<file path="config.mk">
export PLATFORM = sky130hd
export DESIGN_NAME = apb_arb_master
export DESIGN_NICKNAME = d
export VERILOG_FILES = /design/src/rtl/apb_pkg.sv /design/src/rtl/apb_rr_arb2.sv /design/src/rtl/apb_arb_master.sv
export SDC_FILE = /design/constraint.sdc
export NUM_CORES = 1
export LEC_CHECK = 0
export ABC_AREA = 1
export CAP_MARGIN = 20
export CORE_UTILIZATION = 67
export DETAILED_ROUTE_END_ITERATION = 12
export DONT_BUFFER_PORTS = 1
export PLACE_DENSITY = 0.9
export SLEW_MARGIN = 20
export SYNTH_ARGS = -nofsm -noshare
export SYNTH_HDL_FRONTEND = slang
export SYNTH_SLANG_ARGS = --single-unit
export TNS_END_PERCENT = 50
</file>
<file path="constraint.sdc">
create_clock -name PCLK -period 3.6 [get_ports PCLK]
set_clock_uncertainty 0.15 [all_clocks]
set_input_delay 0.72 -clock PCLK [delete_from_list [all_inputs] [get_ports PCLK]]
set_output_delay 0.72 -clock PCLK [all_outputs]
set_load 0.1 [all_outputs]
</file>
<file path="src/rtl/apb_pkg.sv">
// Shared definitions for the arbitrated APB master: FSM state encoding,
// default bus widths and the default ACCESS-phase wait limit.
package apb_pkg;

   localparam int ADDR_W_DEF  = 4;
   localparam int DATA_W_DEF  = 32;
   localparam int TIMEOUT_DEF = 15;

   // Wait counter width; wide enough for the largest allowed limit (255).
   localparam int CNT_W = 8;

   typedef enum logic [2:0] {
      ST_IDLE   = 3'd0,
      ST_SETUP  = 3'd1,
      ST_ACCESS = 3'd2,
      ST_RDCAP  = 3'd3,
      ST_DONE   = 3'd4
   } apb_state_e;

endpackage : apb_pkg

</file>
<file path="src/rtl/apb_rr_arb2.sv">
// Two-way round-robin arbiter. On a tie the requester that did not win
// last time is chosen; a lone requester always wins.
module apb_rr_arb2 (
   input  logic valid0,
   input  logic valid1,
   input  logic last_gnt,
   output logic grant,
   output logic grant_id
);

   // Pick a winner from the two valids and the last-grant pointer.
   always_comb begin
      grant    = valid0 | valid1;
      grant_id = 1'b0;
      if (valid0 && valid1) begin
         grant_id = ~last_gnt;
      end else if (valid1) begin
         grant_id = 1'b1;
      end else begin
         grant_id = 1'b0;
      end
   end

endmodule : apb_rr_arb2

</file>
<file path="src/rtl/apb_arb_master.sv">
// APB master shared by two requesters. A round-robin arbiter picks a
// requester in IDLE; the latched transfer then runs SETUP -> ACCESS
// (-> RDCAP for reads) -> DONE. ACCESS is bounded by a wait counter.
module apb_arb_master
   import apb_pkg::*;
#(
   parameter int ADDR_W  = ADDR_W_DEF,
   parameter int DATA_W  = DATA_W_DEF,
   parameter int TIMEOUT = TIMEOUT_DEF
) (
   input  logic              PCLK,
   input  logic              Presetn,
   input  logic              req0_valid,
   input  logic              req0_write,
   input  logic [ADDR_W-1:0] req0_addr,
   input  logic [DATA_W-1:0] req0_wdata,
   output logic              req0_ready,
   output logic              req0_done,
   output logic [DATA_W-1:0] req0_rdata,
   output logic              req0_err,
   input  logic              req1_valid,
   input  logic              req1_write,
   input  logic [ADDR_W-1:0] req1_addr,
   input  logic [DATA_W-1:0] req1_wdata,
   output logic              req1_ready,
   output logic              req1_done,
   output logic [DATA_W-1:0] req1_rdata,
   output logic              req1_err,
   output logic [ADDR_W-1:0] Paddr,
   output logic              Pwrite,
   output logic [DATA_W-1:0] Pwdata,
   output logic              Psel,
   output logic              Penable,
   input  logic              Pready,
   input  logic [DATA_W-1:0] Prdata
);

   localparam logic [CNT_W-1:0] TIMEOUT_C = CNT_W'(TIMEOUT);

   apb_state_e        state_q, state_d;
   logic [CNT_W-1:0]  cnt_q, cnt_d;
   logic              gid_q, gid_d;
   logic              last_q, last_d;
   logic [ADDR_W-1:0] paddr_q, paddr_d;
   logic              pwrite_q, pwrite_d;
   logic [DATA_W-1:0] pwdata_q, pwdata_d;
   logic              psel_q, psel_d;
   logic              penable_q, penable_d;
   logic              done0_q, done0_d;
   logic              done1_q, done1_d;
   logic [DATA_W-1:0] rdata0_q, rdata0_d;
   logic [DATA_W-1:0] rdata1_q, rdata1_d;
   logic              err0_q, err0_d;
   logic              err1_q, err1_d;

   logic              arb_grant_s;
   logic              arb_id_s;
   logic [CNT_W-1:0]  cnt_inc_s;
   logic              fin_s;
   logic              fin_err_s;
   logic [DATA_W-1:0] fin_rdata_s;

   apb_rr_arb2 u_arb (
      .valid0   (req0_valid),
      .valid1   (req1_valid),
      .last_gnt (last_q),
      .grant    (arb_grant_s),
      .grant_id (arb_id_s)
   );

   // Accept pulses are issued in the same IDLE cycle the grant is decided,
   // so a held request is taken on the first edge; forced low during reset.
   assign req0_ready = Presetn & (state_q == ST_IDLE) & arb_grant_s & ~arb_id_s;
   assign req1_ready = Presetn & (state_q == ST_IDLE) & arb_grant_s &  arb_id_s;

   // Next-state, transfer latching and next values of all registered outputs.
   always_comb begin
      state_d     = state_q;
      cnt_d       = cnt_q;
      gid_d       = gid_q;
      last_d      = last_q;
      paddr_d     = paddr_q;
      pwrite_d    = pwrite_q;
      pwdata_d    = pwdata_q;
      psel_d      = 1'b0;
      penable_d   = 1'b0;
      done0_d     = 1'b0;
      done1_d     = 1'b0;
      rdata0_d    = {DATA_W{1'b0}};
      rdata1_d    = {DATA_W{1'b0}};
      err0_d      = 1'b0;
      err1_d      = 1'b0;
      fin_s       = 1'b0;
      fin_err_s   = 1'b0;
      fin_rdata_s = {DATA_W{1'b0}};
      cnt_inc_s   = cnt_q + {{(CNT_W-1){1'b0}}, 1'b1};

      case (state_q)
         ST_IDLE: begin
            if (arb_grant_s) begin
               gid_d    = arb_id_s;
               last_d   = arb_id_s;
               paddr_d  = arb_id_s ? req1_addr  : req0_addr;
               pwrite_d = arb_id_s ? req1_write : req0_write;
               pwdata_d = arb_id_s ? req1_wdata : req0_wdata;
               psel_d   = 1'b1;
               state_d  = ST_SETUP;
            end else begin
               state_d  = ST_IDLE;
            end
         end
         ST_SETUP: begin
            cnt_d     = {CNT_W{1'b0}};
            psel_d    = 1'b1;
            penable_d = 1'b1;
            state_d   = ST_ACCESS;
         end
         ST_ACCESS: begin
            if (Pready) begin
               if (pwrite_q) begin
                  fin_s   = 1'b1;
                  state_d = ST_DONE;
               end else begin
                  state_d = ST_RDCAP;
               end
            end else if (cnt_inc_s == TIMEOUT_C) begin
               cnt_d     = cnt_inc_s;
               fin_s     = 1'b1;
               fin_err_s = 1'b1;
               state_d   = ST_DONE;
            end else begin
               cnt_d     = cnt_inc_s;
               psel_d    = 1'b1;
               penable_d = 1'b1;
               state_d   = ST_ACCESS;
            end
         end
         ST_RDCAP: begin
            fin_s       = 1'b1;
            fin_rdata_s = Prdata;
            state_d     = ST_DONE;
         end
         ST_DONE: begin
            state_d = ST_IDLE;
         end
         default: begin
            state_d = ST_IDLE;
         end
      endcase

      // Completion results are routed only to the requester that owns the transfer.
      if (fin_s) begin
         if (gid_q) begin
            done1_d  = 1'b1;
            rdata1_d = fin_rdata_s;
            err1_d   = fin_err_s;
         end else begin
            done0_d  = 1'b1;
            rdata0_d = fin_rdata_s;
            err0_d   = fin_err_s;
         end
      end else begin
         done0_d = 1'b0;
         done1_d = 1'b0;
      end
   end

   // State and output registers; reset abandons any transfer in flight.
   always_ff @(posedge PCLK or negedge Presetn) begin
      if (!Presetn) begin
         state_q   <= ST_IDLE;
         cnt_q     <= {CNT_W{1'b0}};
         gid_q     <= 1'b0;
         last_q    <= 1'b1;
         paddr_q   <= {ADDR_W{1'b0}};
         pwrite_q  <= 1'b0;
         pwdata_q  <= {DATA_W{1'b0}};
         psel_q    <= 1'b0;
         penable_q <= 1'b0;
         done0_q   <= 1'b0;
         done1_q   <= 1'b0;
         rdata0_q  <= {DATA_W{1'b0}};
         rdata1_q  <= {DATA_W{1'b0}};
         err0_q    <= 1'b0;
         err1_q    <= 1'b0;
      end else begin
         state_q   <= state_d;
         cnt_q     <= cnt_d;
         gid_q     <= gid_d;
         last_q    <= last_d;
         paddr_q   <= paddr_d;
         pwrite_q  <= pwrite_d;
         pwdata_q  <= pwdata_d;
         psel_q    <= psel_d;
         penable_q <= penable_d;
         done0_q   <= done0_d;
         done1_q   <= done1_d;
         rdata0_q  <= rdata0_d;
         rdata1_q  <= rdata1_d;
         err0_q    <= err0_d;
         err1_q    <= err1_d;
      end
   end

   assign Paddr      = paddr_q;
   assign Pwrite     = pwrite_q;
   assign Pwdata     = pwdata_q;
   assign Psel       = psel_q;
   assign Penable    = penable_q;
   assign req0_done  = done0_q;
   assign req1_done  = done1_q;
   assign req0_rdata = rdata0_q;
   assign req1_rdata = rdata1_q;
   assign req0_err   = err0_q;
   assign req1_err   = err1_q;

endmodule : apb_arb_master

</file>
==> reports/results.txt, run 1 <==
The logs give 0 for the remaining routing DRC violations and 4670 µm² for the post-synthesis cell area. Of the total synthesized cell area, the portion taken by XOR and XNOR cells is 0%. The floorplan step defined a core boundary enclosing 6760 µm². The clock latency on the worst-skew pair is 0.49 ns, and the remaining number of nets flagged by the antenna check after routing is 0. The register bit total from synthesis is 120, and the wire length reported by the detailed router is 11400 µm.

The category of the most critical setup path is reg -> out. The number of gates resized after CTS is 0, and the mean routed wirelength per cell is 19.6 µm. Count of pins over their slew limit: 0. STA puts the critical path data required time at 2.73 ns.

The worst hold margin was -0.00585 ns; the clock transition time at the flip-flop clock pins of the worst setup and hold paths was 0.06 ns. The reg-to-reg critical path endpoint was Pwdata[2]$_DFFE_PN0P_. The compound-gate portion of the synthesized area came out at 9.33%. The congestion estimate from routability-driven global placement came to 0.855. Counting cells, the worst reg-to-reg path comes to 7.

The clock passes through at most 2 buffers. The adder and majority gate portion of the synthesized area is 0.536%, and the TritonCTS buffer count is 17. The number of detailed-routing iterations run before antenna repair was 6; the area added between synthesis and finish was 14.3%.

The tools report the reg-to-reg startpoint as state_q[0]$_DFF_PN0_. The mean instance size in the synthesized netlist was 9.49 µm². The logs give 0 for the total number of yosys warnings and 7510 µm for the estimated wirelength of the detail-placed design. The highest achievable clock rate was 332 MHz.

The portion of synthesized area spent on multiplexers is 0%. The final critical path takes up 83.7% of the cycle. Entering global routing, the biggest net connects 121 pins. The number of design-rule violations left by the first detailed-router iteration came out at 333. The count of buffers from port buffering is 0. Dominant combinational cell family by area after synthesis: simple AND/OR/NAND/NOR gates. Setup slack closes at 0.587 ns.

The type of element capturing the critical path was an output port. The height of the die was 85.5 µm; the cell count after synthesis was 492. The max-capacitance violation count is 0.

The worst register-to-register path has a setup slack of 1.54 ns. At the end of the flow the core is filled with cells to 79.0%. For the global-route wire length before repair, the log shows 17600 µm. The tools report the launch point of the worst path as state_q[0]$_DFF_PN0_.

The run gives 4 as the level count of the clock H-tree. For the worst max-slew margin expressed relative to the limit, the log shows 35.2%. The critical path launch point type was a flip-flop.

The area fraction in and, or, nand and nor cells after synthesis was 19.2%; the number of diodes was 0. In this run, distinct cell masters in the synthesized netlist total 22. The clock root buffer is clkbuf_8. The logs give 120 for the count of clock tree sinks and 0 for the total overflow reported by the global router.

The tools report the number of setup violations in the final report as 0. The net count reported at finish is 604. Setup repair after global routing left no endpoint under its margin. The run finished, with violations left. The tools report the area of the die as 7300 µm². The floorplan has 30 rows.

The worst slack after detailed placement came out at 0.999 ns. In the layout the commonest cells are 119 x dfrtp_1, 78 x o21ai_0, 69 x nand2_1. For the pin with the worst max-slew slack, the measured transition is 0.972 ns. TritonCTS built the clock tree. The path class of the tightest hold or removal check is in -> async. The final-report hold violation count is 1. The highest net fanout along the worst path came out at 18. The checks that failed: negative hold slack. Leaving out fill and tap cells, the most frequent cell in the layout is dfrtp_1. Sequential elements use 64.4% of the synthesized area.

Mean number of vias per cell: 6.21. For the total routing usage reported by global routing, the log shows 32.3%. For this configuration, the core starts out at a cell density of 69.1%.

Measured along the x axis, the die boundary spans 85.5 µm. Counting I/O delays and the setup requirement, the final critical path takes 3.01 ns. Synthesis produced a netlist with a net count of 605.

The initial antenna violation count came out at 0. Detailed routing inserted a total of 3623 vias. The fraction of final layout cells with drive strength greater than 1 is 9.94%, and the worst path arrival time is 2.14 ns.

Summed over all failing endpoints, the final setup total negative slack is 0 ns. 220 I/O pins were placed. For the via count of the first global-routing pass, the log shows 3474.
[state kept, by name, summed over array words and instances (netlist names)]
name        count
cnt_q           8
Penable         1
req1_rdata     32
req0_rdata     32
Paddr           4
Pwdata         32
state_q         3
req0_err        1
gid_q           1
req1_done       1
req1_err        1
last_q          1
req0_done       1
Psel            1
Pwrite          1
[worst max-delay path by stage]
| stage | endpoint | slack, ns | cells after the start |
|---|---|---|---|
| 2_1_floorplan | req1_ready | 0.24 | 6 |
| 3_3_place_gp | req0_ready | 1.08 | 5 |
| 3_5_place_dp | req0_ready | 1.0 | 5 |
| 4_1_cts | req0_ready | 0.61 | 6 |
| 5_1_grt | req1_ready | 0.46 | 6 |
| 6_report | req0_ready | 0.59 | 6 |
[routing by layer]
metal,routed length [µm],track usage (%),vias up
met2,6020,55.6,241
li1,-,-,1596
met5,0,0,-
met3,992,10.6,31
met1,4070,37.2,1755
met4,352,13.6,0
[cell type report]
| cell class | count | area [µm²] |
|---|---|---|
| tap | 80 | 100 |
| fill | 403 | 1420 |
| timing repair buffer | 10 | 120 |
| clock buffer | 18 | 428 |
| multi-input combinational | 293 | 1380 |
| clock inverter | 13 | 121 |
| inverter | 49 | 184 |
| sequential | 120 | 3000 |
[through the flow]
step,std cells,instance area [µm²]
3_3_place_gp,551,4760
5_1_grt,583,5340
4_1_cts,583,5340
2_1_floorplan,492,4670
3_5_place_dp,551,4760
6_report,583,5340
[worst max-delay path, stage by stage, from the launching register on]
cell and delay [ns]:
dfrtp_1 0.40, nor2_1 0.13, nand2_1 0.10, nor2_2 0.41, inv_1 0.18, nor3_4 0.21, buf_12 0.21
[what timing repair did]
action / 4_1_cts / 5_1_grt
hold endpoints to repair: 120 / 0
setup endpoints to repair: 0 / 0
hold buffers: 1 / 0
setup buffers: 0 / 0
[cells in the mapped netlist]
cell type | instances | area share, %
nor3_1 | 65 | 7.0
a21oi_1 | 2 | 0.21
nand4_1 | 1 | 0.13
o21ai_1 | 3 | 0.32
buf_2 | 5 | 0.54
nor2_1 | 48 | 3.9
nor2_4 | 1 | 0.24
o21bai_1 | 1 | 0.16
dfstp_2 | 1 | 0.56
nand2_1 | 69 | 5.5
clkbuf_2 | 1 | 0.11
nor2_2 | 3 | 0.40
ha_1 | 2 | 0.54
clkbuf_1 | 18 | 1.4
clkinv_1 | 1 | 0.080
buf_1 | 6 | 0.48
o21ai_0 | 78 | 8.4
nand4_2 | 1 | 0.27
o22ai_1 | 2 | 0.27
nand3_1 | 17 | 1.8
inv_1 | 48 | 3.9
dfrtp_1 | 119 | 64
[cells by family (layout without fill, tap and decap cells)]
family          count (synthesis)  in the layout
simple gates                  205            205
buf+inv                        79             90
compound gates                 86             86
fa+ha+maj                       2              2
flops                         120            120
Power of run 1 is not shown: default switching activity piles up to over one toggle a cycle in this logic, so the estimate is an artifact.
==> inputs of run 2 (changes only) <==
--- a/config.mk
+++ b/config.mk
@@ -7,10 +7,10 @@
 export LEC_CHECK = 0
 export ABC_AREA = 1
 export CAP_MARGIN = 20
-export CORE_UTILIZATION = 67
+export CORE_UTILIZATION = 62
 export DETAILED_ROUTE_END_ITERATION = 12
 export DONT_BUFFER_PORTS = 1
-export PLACE_DENSITY = 0.9
+export PLACE_DENSITY = 0.85
 export SLEW_MARGIN = 20
 export SYNTH_ARGS = -nofsm -noshare
 export SYNTH_HDL_FRONTEND = slang
==> constraint.sdc (replaced) <==
create_clock -name PCLK -period 2.8 [get_ports PCLK]
set_clock_uncertainty 0.15 [all_clocks]
set_input_delay 0.56 -clock PCLK [delete_from_list [all_inputs] [get_ports PCLK]]
set_output_delay 0.56 -clock PCLK [all_outputs]
set_load 0.1 [all_outputs]
==> run 2 against run 1 <==
Effect of this change:
- the flow still finishes with violations (negative hold slack)
- via count fell by 0.19%
- first-iteration DRC count is 37% lower
- final cell count up 3.4%
- global-route usage is 1.6 points lower
- critical endpoint is now req1_ready
- highest routed layer unchanged
==> reports/results.txt, run 2 (synthesized netlist as in run 1, its figures left out) <==
CTS built an H-tree with a depth of 4. The via count of the first global-routing pass came out at 3438. Derived from the worst setup path, the maximum achievable clock frequency is 393 MHz. The run gives 512 as the number of fillers in the final layout. Counting along the longest clock path gives a buffer depth of 2. Post-CTS repair changed the size of 0 cells.

The delay of the slowest cell on the worst path was 0.40 ns. Walking the worst path, the cells encountered are nor2_1 -> nand2_1 -> nor2_2 -> nand2_1 -> nor2_2 -> buf_12. The x dimension of the die was 88.8 µm; the height of the die was 88.8 µm.

The number of design-rule violations left by the first detailed-router iteration came out at 210. At the worst endpoint, the arrival time is 1.84 ns. Detailed placement finished with a half-perimeter wire length of 7740 µm. The measured slew at the worst slew-check pin is 0.956 ns, and the number of setup violations in the final report is 0. TritonCTS built the clock tree. The type of element capturing the critical path is an output port. At the worst endpoint, the required time is 2.09 ns. The tools report the core area as 7250 µm². Of all nets on the critical path, the largest fanout is 8. The largest individual stage delay along the critical path comes from the cell dfrtp_1. The final-report hold violation count is 120, and the count of pins over their slew limit is 0. Global routing finished with a remaining overflow of 0. The number of detailed-routing iterations run before antenna repair is 5, and the number of diodes is 0. The total routing usage reported by global routing came out at 30.7%.

The logs give 0.872 for the weighted congestion reported at the end of routability-driven placement and 0 for the initial antenna violation count. The first global-routing pass estimated 17500 µm of wire. Clock-pin slew was measured on the worst setup and hold paths at 0.06 ns.

Setup repair after global routing left no endpoint under its margin. The run gives 604 as the net count reported at finish. Most common cell after layout, fill and taps aside: dfrtp_1.

For this design the top-level I/O count stands at 220. The checks that failed: negative hold slack. After detailed routing, the number of remaining DRC violations is 0. The worst register-to-register path ends at req0_done$_DFF_PN0_. The starting density of the core is 64.3%, and the number of cells on the worst reg-to-reg path is 8. The number of cells after detailed placement was 570; the clock latency on the worst-skew pair was 0.50 ns. The area added between synthesis and finish works out to 15.6%.

The worst max-slew margin expressed relative to the limit was 36.2%. The worst hold margin came out at -0.402 ns. The library cells used most frequently in the layout, excluding fill and tap cells, are 119 x dfrtp_1, 78 x o21ai_0, 69 x nand2_1. The run gives 0 as the number of buffers inserted by post-CTS setup repair. In the final layout, the share of cells above drive strength 1 is 10.1%. The worst path uses 91.0% of the clock period.

The TritonCTS buffer count came out at 17. Wire length reported by the detailed router: 11900 µm. STA classifies the critical path startpoint as a flip-flop. Category of the most critical setup path: reg -> out. Mean routed wirelength per cell: 19.7 µm. The tools report the area of the die as 7880 µm².

The tree is rooted in a clkbuf_8. The clock drives 120 sinks. For the count of non-filler cells in the finished layout, the log shows 603. In this run the tool buffered the top-level ports with 0 buffer cells. The run finished, with violations left. Clock period minus worst slack: 2.55 ns. The total via count after detailed routing came out at 3616. The count of nets left with antenna violations once routing finished came out at 0.

Across the run, the number of max-cap violations was 0. The reg-to-reg startpoint is cnt_q[1]$_DFFE_PN0P_. The setup check on the worst reg-to-reg path leaves a slack of 0.93 ns. In the routed layout, each cell is associated on average with a via count of 6.00. The floorplan has 31 rows.

The worst hold path belongs to the class in -> async. The tools report the pin count of the biggest net entering global routing as 122.
[run 2: cell type report]
class	count	area (µm²)	share of cell area, %
clock inverters	15	160	2.97
clock buffers	17	414	7.68
repair buffers	10	130	2.41
inverters	49	184	3.41
flip-flops and latches	120	3000	55.7
multi-input cells	293	1380	25.5
well taps	99	124	2.30
[run 2: metrics by stage]
step	instance area (µm²)	util (%)	worst slack [ns]	hold WS, ns	setup TNS (ns)
2_1_floorplan	4670	-	-0.123	0.114	-0.123
3_3_place_gp	4790	66.1	0.789	0.118	0
3_5_place_dp	4790	66.1	0.751	0.117	0
4_1_cts	5370	74.0	0.238	-0.415	0
5_1_grt	5390	74.4	0.110	-0.427	0
6_report	5390	74.4	0.253	-0.402	0
[run 2: layer usage]
metal,global-route usage [%],up-vias,wire [µm]
li1,-,1604,-
met1,34.1,1724,4180
met2,52.7,242,6230
met3,9.89,46,1050
met4,16.4,0,442
met5,0,-,0
[run 2: critical path: cells and delay by family (launching register included)]
family | cells | cell delay [ns]
buffers and inverters | 1 | 0.19
and+or+nand+nor | 5 | 0.75
DFF | 1 | 0.40
[run 2: worst max-delay path by stage]
stage	start	end	slack, ns	depth (start not counted)
6_report	state_q[0]$_DFF_PN0_	req1_ready	0.25	6
5_1_grt	state_q[0]$_DFF_PN0_	req1_ready	0.11	6
4_1_cts	state_q[0]$_DFF_PN0_	req1_ready	0.24	6
3_5_place_dp	req0_valid	req1_ready	0.75	6
3_3_place_gp	req0_valid	req1_ready	0.79	6
2_1_floorplan	req1_valid	req0_ready	-0.12	5
Power of run 2 is left out for the same reason.
